**src/rtl/serial_subi.sv**
```systemverilog
// rtl/serial_subi.sv - bit-serial unsigned subtractor, out = sum - in2 mod 2^W, LSB first.
module serial_subi #(
    parameter int msb = 4,
    parameter int lsb = 2
) (
    input  logic           clk,
    input  logic           rst_n,
    input  logic           start,
    input  logic [msb:lsb] sum,
    input  logic [msb:lsb] in2,
    output logic           busy,
    output logic           done,
    output logic [msb:lsb] out,
    output logic           borrow
);
    localparam int W  = msb - lsb + 1;
    localparam int CW = ($clog2(W + 1) < 1) ? 1 : $clog2(W + 1);

    typedef enum logic [1:0] {IDLE, SHIFT, DONE} state_t;

    state_t         state, state_nx;
    logic [msb:lsb] a_sh, b_sh, res_sh;
    logic [msb:lsb] a_nx, b_nx, res_nx, out_nx;
    logic           brw, brw_nx, borrow_nx;
    logic [CW-1:0]  cnt, cnt_nx;
    logic           d, bit_brw, last;

    always_ff @(posedge clk or negedge rst_n) begin
        if (!rst_n) begin
            state  <= IDLE;
            a_sh   <= '0;
            b_sh   <= '0;
            res_sh <= '0;
            brw    <= 1'b0;
            cnt    <= '0;
            out    <= '0;
            borrow <= 1'b0;
        end else begin
            state  <= state_nx;
            a_sh   <= a_nx;
            b_sh   <= b_nx;
            res_sh <= res_nx;
            brw    <= brw_nx;
            cnt    <= cnt_nx;
            out    <= out_nx;
            borrow <= borrow_nx;
        end
    end

    always_comb begin
        d         = a_sh[lsb] ^ b_sh[lsb] ^ brw;
        bit_brw   = (~a_sh[lsb] & b_sh[lsb]) | (~(a_sh[lsb] ^ b_sh[lsb]) & brw);
        last      = (cnt == CW'(W - 1));
        state_nx  = state;
        a_nx      = a_sh;
        b_nx      = b_sh;
        res_nx    = res_sh;
        brw_nx    = brw;
        cnt_nx    = cnt;
        out_nx    = out;
        borrow_nx = borrow;
        case (state)
            IDLE, DONE: begin
                if (start) begin
                    a_nx     = sum;
                    b_nx     = in2;
                    brw_nx   = 1'b0;
                    cnt_nx   = '0;
                    state_nx = SHIFT;
                end else begin
                    state_nx = IDLE;
                end
            end
            SHIFT: begin
                // Result bits enter at the MSB so after W shifts bit lsb holds the first difference bit.
                res_nx      = res_sh >> 1;
                res_nx[msb] = d;
                a_nx        = a_sh >> 1;
                b_nx        = b_sh >> 1;
                brw_nx      = bit_brw;
                cnt_nx      = cnt + 1'b1;
                if (last) begin
                    out_nx    = res_nx;
                    borrow_nx = bit_brw;
                    state_nx  = DONE;
                end
            end
            default: state_nx = IDLE;
        endcase
    end

    assign busy = (state == SHIFT);
    assign done = (state == DONE);
endmodule
```
**config.mk**
```make
export PLATFORM = sky130hd
export DESIGN_NAME = serial_subi
export DESIGN_NICKNAME = d
export VERILOG_FILES = /design/src/rtl/serial_subi.sv
export SDC_FILE = /design/constraint.sdc
export NUM_CORES = 1
export LEC_CHECK = 0
export BUFFER_PORTS_ARGS = -buffer_cell sky130_fd_sc_hd__buf_2
export CAP_MARGIN = 20
export CORE_MARGIN = 1.5
export CORE_UTILIZATION = 47
export CTS_CLUSTER_DIAMETER = 80
export DETAILED_ROUTE_END_ITERATION = 10
export GPL_TIMING_DRIVEN = 1
export PLACE_DENSITY = 0.72
export SLEW_MARGIN = 20
export SYNTH_ARGS = -nofsm -noshare
export SYNTH_HDL_FRONTEND = slang
export SYNTH_SLANG_ARGS = --single-unit
```
**constraint.sdc**
```tcl
create_clock -name clk -period 1.3 [get_ports clk]
set_input_delay 0.13 -clock clk [delete_from_list [all_inputs] [get_ports clk]]
set_output_delay 0.13 -clock clk [all_outputs]
set_load 0.1 [all_outputs]
```
# ---- Word-level counts from Yosys, hierarchy flattened
# Cells that the tools add are included.
dict set report op_classes {
  add_sub_neg 1
  multipliers 0
  div_mod_pow 0
  order_cmp 0
  eq_ne 5
  n_shift 0
  muxes 11
  bitwise 7
  reduce_logical 5
}
# op n
set ops {}
lappend ops {{$pmux 3 s2} 2}
lappend ops {{$pmux 2 s2} 2}
lappend ops {{$mux 3} 2}
lappend ops {{$eq 2x2->1 const B} 2}
lappend ops {{$mux 2} 2}
lappend ops {{$reduce_and 2->1} 2}
lappend ops {{$add 2x1->2 const B} 1}
lappend ops {{$and 1x1->1} 2}
lappend ops {{$eq 2x1->1 const B} 1}
lappend ops {{$logic_not 2->1} 1}
lappend ops {{$mux 1} 2}
lappend ops {{$ne 2x1->1 const B} 1}
lappend ops {{$ne 2x2->1 const B} 1}
lappend ops {{$not 1->1} 2}
lappend ops {{$pmux 1 s2} 1}
lappend ops {{$reduce_bool 2->1} 1}
lappend ops {{$reduce_or 2->1} 1}
lappend ops {{$xor 1x1->1} 2}
lappend ops {{$or 1x1->1} 1}
dict set report totals {
  ff_bits 18
  latch_bits 0
  ramBits 0
  mem_bits_ro 0
  in_bits 9
  output_inout_bits 6
  mem_count 0
}

# ---- Longest topological paths before layout
# Gate-level depths: netlist (run 1).
dict set report logic_depth {
  word_depth 5
  mapped_depth 5
}

# ---- Worst setup path before layout (run 1)
# OpenSTA, ideal clock, no wires.
dict set report synth_timing {
  path_type {register to output}
  from {reg state[1]}
  to {out done}
  t_arrival_ns 1.842
  required_time_ns 1.170
  path_slack_ns -0.672
  path_stages_with_launch 3
  n_path_buf 1
  path_cell_list {dfrtp_1 buf_4 nor2b_1}
}
dict set report synth_between {
  elab_chain_cells 1
}
# item line
set synth_rtl {}
lappend synth_rtl {{from (decl)} 21} ;# state_t state, state_nx;
lappend synth_rtl {{from (signal assigned)} 39} ;# state <= state_nx;
lappend synth_rtl {{$eq 2x2->1} 93} ;# assign done = (state == DONE);
lappend synth_rtl {{to (decl)} 12} ;# output logic done,
# Every way passes these cells.

# ---- Final worst setup path (run 1)
dict set report layout_timing {
  from {reg state[0]}
  to {out done}
}
# The elaborated chain is that of the path after synthesis.

==> impl_metrics.tcl, run 1 <==
set metrics [dict create \
    cp.arrival_ns 1.20 \
    dr.pass1.iters 4 \
    core_box_area_um2 1540 \
    io_pins 15 \
    synth_enable_flop_cells 0 \
    post_synth_num_cell_types 21 \
    cts_max_level 1 \
    grt-ovfl-total 0 \
    tightest_slew_ns 0.484 \
    max_cap_violations 0 \
    synth_area_um2 795 \
    starting_density_of_the_core_pct 51.5 \
    die_area_um2 1950 \
    via_count 613 \
    grt_util_all_layers_pct 18.1 \
    wire_per_inst_um 13.3 \
    worstSetupStartpointType "flip-flop" \
    place_ws_ns -0.0116 \
    hold_viol_final 0 \
    rows 14 \
    syn_avg_cell_area_um2 10.7 \
    grt_first_pass_wirelength_mm 2.52 \
    fin_crit_ns 1.33 \
    worst_relative_slew_slack_pct 68.0 \
    synth-seq-cells 17 \
    rsz0062_at_grt "true" \
    min_path_type "primary input to flip-flop" \
    area_of_the_multi_input_gates_um2 345 \
    synthesis.instances 74 \
    timing.final.setup_violations 2 \
    insertion_delay_ns 0.30 \
    detail-route-antenna-nets 0 \
    synth_top_area_share_pct 53.5 \
    post_route_cells_drive_above_1_share_pct 35.0 \
    gp_routability_congestion 0.763 \
    grt_pass1_vias 634 \
    antenna_found_initial 0 \
    setup_ws_ns -0.0285 \
    worst_setup_hold_path_clk_slew_ns 0.10 \
    fin_cells 116 \
    root_buffer "clkbuf_4" \
    critical_path_peak_fanout 3 \
    post-dp-hpwl_um 978 \
    drt_drc 0 \
    numClockSinks 17 \
    num-nets-final 112 \
    outcome "finished, violations left" \
    ant_cells 0 \
    crit_type "flip-flop to output port" \
    filler_cell_count_in_the_final_layout 130 \
    synth.yosys.warnings 0 \
    cp.required_ns 1.17 \
    cp-end-kind "output port" \
    max_freq_mhz 753 \
    seq_area_um2 427 \
    worst_case_clock_buffer_depth 2 \
    detail_route.wirelength_mm 1.54 \
    floorplan.die.width_um 44.1 \
    synth_fp_nets 85 \
    dp.cells 104 \
    flow.area_growth_from_synthesis_pct 30.6 \
    failed_checks "setup timing" \
    final_max_slew_viol_count 0 \
    routed_via_density 5.28 \
    most_used_standard_cell_by_instance_count_after_synthesis "dfrtp_1" \
    grt_start_max_net_pins 18 \
    synth_area_leader_cell "dfrtp_1" \
    place.port_buffers 14 \
    number_of_buffers_added_by_the_clock_tree_synthesis_step 3 \
    drt_iter0_markers 5 \
    asyncSetResetFlopFracSynth_pct 100 \
    cts_tree "done" \
    ys_top_cells_by_area "dfrtp_1 (54%), mux2i_1 (7.6%), nand2_1 (4.7%)" \
    postSynth.topFlopCell "dfrtp_1" \
    floorplan.die.height_um 44.1 \
    synth_top_cells_by_count "dfrtp_1 (17), nand2_1 (10), inv_1 (6), mux2i_1 (6), o21ai_0 (6)" \
    period_utilization_post_route_pct 102 \
    synth.yosys.seq_area_share_pct 53.5 \
    worst_clock_skew_ns 0.00526 \
]
## cell type report
| cell class | instances | share of cell area [%] |
|---|---|---|
| Timing Repair Buffer | 25 | 18.6 |
| Multi-Input combinational cell | 48 | 33.3 |
| Sequential cell | 17 | 41.1 |
| Clock buffer | 4 | 2.53 |
| Tap cell | 16 | 1.93 |
| Inverter | 6 | 2.53 |
## stage by stage
step | instance area (µm²) | hold slack (ns) | setup TNS [ns] | util, %
floorplan | 810 | -0.166 | -0.648 | -
global placement | 931 | 0.0706 | 0 | 60.4
detailed placement | 931 | 0.0760 | -0.0116 | 60.4
CTS | 1010 | 0.0701 | -0.0254 | 65.7
global route | 1040 | 0.0965 | -0.247 | 67.3
finish | 1040 | 0.0733 | -0.0388 | 67.3
## cells by family after synthesis
kind of cell	after synthesis	share of synthesized area, %
mux	9	11.8
simple gates	22	13.9
buf+inv	9	5.04
fa+ha+maj	2	4.09
flops	17	53.5
compound gates	15	11.7
## worst paths after layout
kind | startpoint | endpoint | slack, ns | depth (start not counted)
min in group asynchronous | rst_n | res_sh[3] | 0.26 | 2
worst max register to register | brw | out[4] | -0.01 | 3
max in group asynchronous | rst_n | state[0] | 0.75 | 2
worst max-delay path | state[0] | done | -0.03 | 3
worst min-delay path | sum[3] | a_sh[3] | 0.07 | 3
worst min register to register | borrow | borrow | 0.48 | 2
## flip-flops by register name, summed over array words and instances, names as in the netlist
signal  count
brw         1
a_sh        3
res_sh      2
out         3
state       2
b_sh        3
borrow      1
cnt         2
## metal layers
| metal | track usage, % | up-vias | wire [µm] |
|---|---|---|---|
| met5 | 0 | - | 0 |
| met4 | 7.88 | 0 | 27 |
| met3 | 6.12 | 2 | 73 |
| met2 | 30.6 | 15 | 743 |
| met1 | 20.9 | 290 | 696 |
| li1 | - | 306 | - |
## cells in the final DEF (no fill, tap or decap), types with 2 or more instances in the layout
master and n:
inv_1 3, nor2b_1 2, inv_2 2, buf_6 2
nor2_1 2, nand3_1 4, nand2_1 10, o21ai_0 6
a211oi_1 2, buf_12 2, dfrtp_1 16, buf_4 8
buf_2 12, mux2i_1 6, a21oi_1 4, mux2_1 2
clkbuf_4 3
## critical path: stages (launching register included)
cell     delay, ns
dfrtp_2       0.46
buf_6         0.14
nor2b_4       0.12
buf_12        0.18
## what timing repair did
| action | CTS | global route |
|---|---|---|
| setup buffers | 4 | 3 |
| pin swaps | 1 | 1 |
| resized for setup | 5 | 2 |
| hold endpoints to repair | 17 | 0 |
| hold buffers | 1 | 0 |
| endpoints found under the setup margin | 3 | 7 |
Power of run 1 is not shown: default switching activity piles up to over one toggle a cycle in this logic, so the estimate is an artifact.
==> run 2, diff against run 1 <==
--- a/config.mk
+++ b/config.mk
@@ -7,13 +7,13 @@
 export LEC_CHECK = 0
 export BUFFER_PORTS_ARGS = -buffer_cell sky130_fd_sc_hd__buf_2
 export CAP_MARGIN = 20
+export CORE_ASPECT_RATIO = 0.75
 export CORE_MARGIN = 1.5
-export CORE_UTILIZATION = 47
+export CORE_UTILIZATION = 35
 export CTS_CLUSTER_DIAMETER = 80
 export DETAILED_ROUTE_END_ITERATION = 10
 export GPL_TIMING_DRIVEN = 1
-export PLACE_DENSITY = 0.72
-export SLEW_MARGIN = 20
+export SLEW_MARGIN = 40
 export SYNTH_ARGS = -nofsm -noshare
 export SYNTH_HDL_FRONTEND = slang
 export SYNTH_SLANG_ARGS = --single-unit
==> impl_metrics.tcl, run 2 (synthesis results as in run 1) <==
set metrics [dict create \
    failed_checks "setup timing" \
    biggestRegsByFlops "a_sh x3, b_sh x3, out x3" \
    place.port_buffers 14 \
    tightest_slew_ns 0.488 \
    rsz0062_at_grt "true" \
    root_buffer "clkbuf_4" \
    period_utilization_post_route_pct 100 \
    rows 14 \
    holdPathEnd "a_sh[3]" \
    die_area_um2 2570 \
    grt_start_max_net_pins 18 \
    wire_per_inst_um 12.9 \
    grt_pass1_vias 597 \
    core_box_area_um2 2070 \
    worst_relative_slew_slack_pct 67.7 \
    cp-end-kind "flip-flop" \
    number_of_buffers_added_by_the_clock_tree_synthesis_step 3 \
    floorplan.die.height_um 44.3 \
    cts_max_level 1 \
    dp.cells 111 \
    num-nets-final 110 \
    setup_ws_ns -0.00449 \
    worstSetupStartpointType "flip-flop" \
    final_max_slew_viol_count 0 \
    drt_iter0_markers 5 \
    timing.rr.start "a_sh[2]" \
    drt_drc 0 \
    critical_path_peak_fanout 2 \
    final_cell_mix "dfrtp_1 (16), buf_2 (12), nand2_1 (10)" \
    starting_density_of_the_core_pct 38.4 \
    min-delay-start "sum[3]" \
    io_pins 15 \
    holdPathStages 3 \
    cts_tree "done" \
    detail_route.wirelength_mm 1.57 \
    insertion_delay_ns 0.29 \
    flow.area_growth_from_synthesis_pct 28.8 \
    dr.pass1.iters 3 \
    crit_type "flip-flop to flip-flop" \
    worst_setup_hold_path_clk_slew_ns 0.10 \
    timing.final.setup_violations 1 \
    timing.reg2reg.worst_path_depth 2 \
    finalInstanceArea_um2 1020 \
    outcome "finished, violations left" \
    gp_routability_congestion 0.802 \
    post_route_cells_drive_above_1_share_pct 33.7 \
    antenna_found_initial 0 \
    min_path_type "primary input to flip-flop" \
    final.hold.worst_slack_ns 0.0913 \
    worst_clock_skew_ns 0.00921 \
    numClockSinks 17 \
    post-dp-hpwl_mm 1.11 \
    placed_cell_area_um2 933 \
    max_cap_violations 0 \
    critical_path.reg2reg.endpoint "out[4]" \
    ant_cells 0 \
    fin_crit_ns 1.30 \
    grt_util_all_layers_pct 14.4 \
    cp.arrival_ns 1.47 \
    routed_via_density 4.97 \
    worst_case_clock_buffer_depth 2 \
    grt-ovfl-total 0 \
    max_freq_mhz 767 \
    hold_viol_final 0 \
    r2r_setup_slk_ns -0.004 \
    grt_first_pass_wirelength_mm 2.72 \
    fin_cells 122 \
    mostFrequentLayoutCell "dfrtp_1" \
    detail-route-antenna-nets 0 \
    cp.required_ns 1.47 \
    via_count 606 \
    floorplan.die.width_um 58.0 \
]
run 2: layer usage:
layer / track usage, % / vias to the layer above / part of all wire (%)
li1: - / 300 / -
met1: 21.5 / 298 / 53
met2: 20.9 / 6 / 45
met3: 2.63 / 2 / 2.0
met4: 5.58 / 0 / 0.83
met5: 0 / - / 0
run 2: per-stage QoR:
stage / setup slack (ns) / util [%] / setup TNS (ns)
6_report: -0.00449 / 49.5 / -0.00449
5_1_grt: -0.0290 / 49.5 / -0.0542
4_1_cts: 0.00317 / 48.8 / 0
3_5_place_dp: -0.0192 / 45.2 / -0.0192
3_3_place_gp: 0.0174 / 45.2 / 0
2_1_floorplan: -0.263 / - / -0.648
run 2: worst max-delay path by stage:
stage                        start       to  slack, ns  cells after the start
after detailed placement   b_sh[2]   out[4]      -0.02                      3
final                      a_sh[2]   out[4]     -0.004                      2
after global routing       a_sh[2]   out[4]      -0.03                      2
after floorplan           state[1]  a_sh[3]      -0.26                      5
after global placement     b_sh[2]   out[4]       0.02                      3
after CTS                  a_sh[2]   out[4]      0.003                      2
run 2: final cells by class:
cell class,instances,area [µm²]
Sequential cell,17,427
Inverter,6,26.3
Multi-Input combinational cell,48,344
Timing Repair Buffer,23,170
Fill cell,197,1040
Tap cell,24,30.0
Clock buffer,4,26.3
run 2: critical path: stages, from the launching register on:
cell     delay (ns)
dfrtp_1        0.41
fa_1           0.49
mux2_1         0.29
run 2: timing repair:
item                       CTS  global route
setup endpoints to repair    2             4
setup buffers                5             1
hold buffers                 1             0
gates resized for setup      3             1
pin swaps                    1             0
hold endpoints to repair    17             0
Power of run 2 is left out for the same reason.
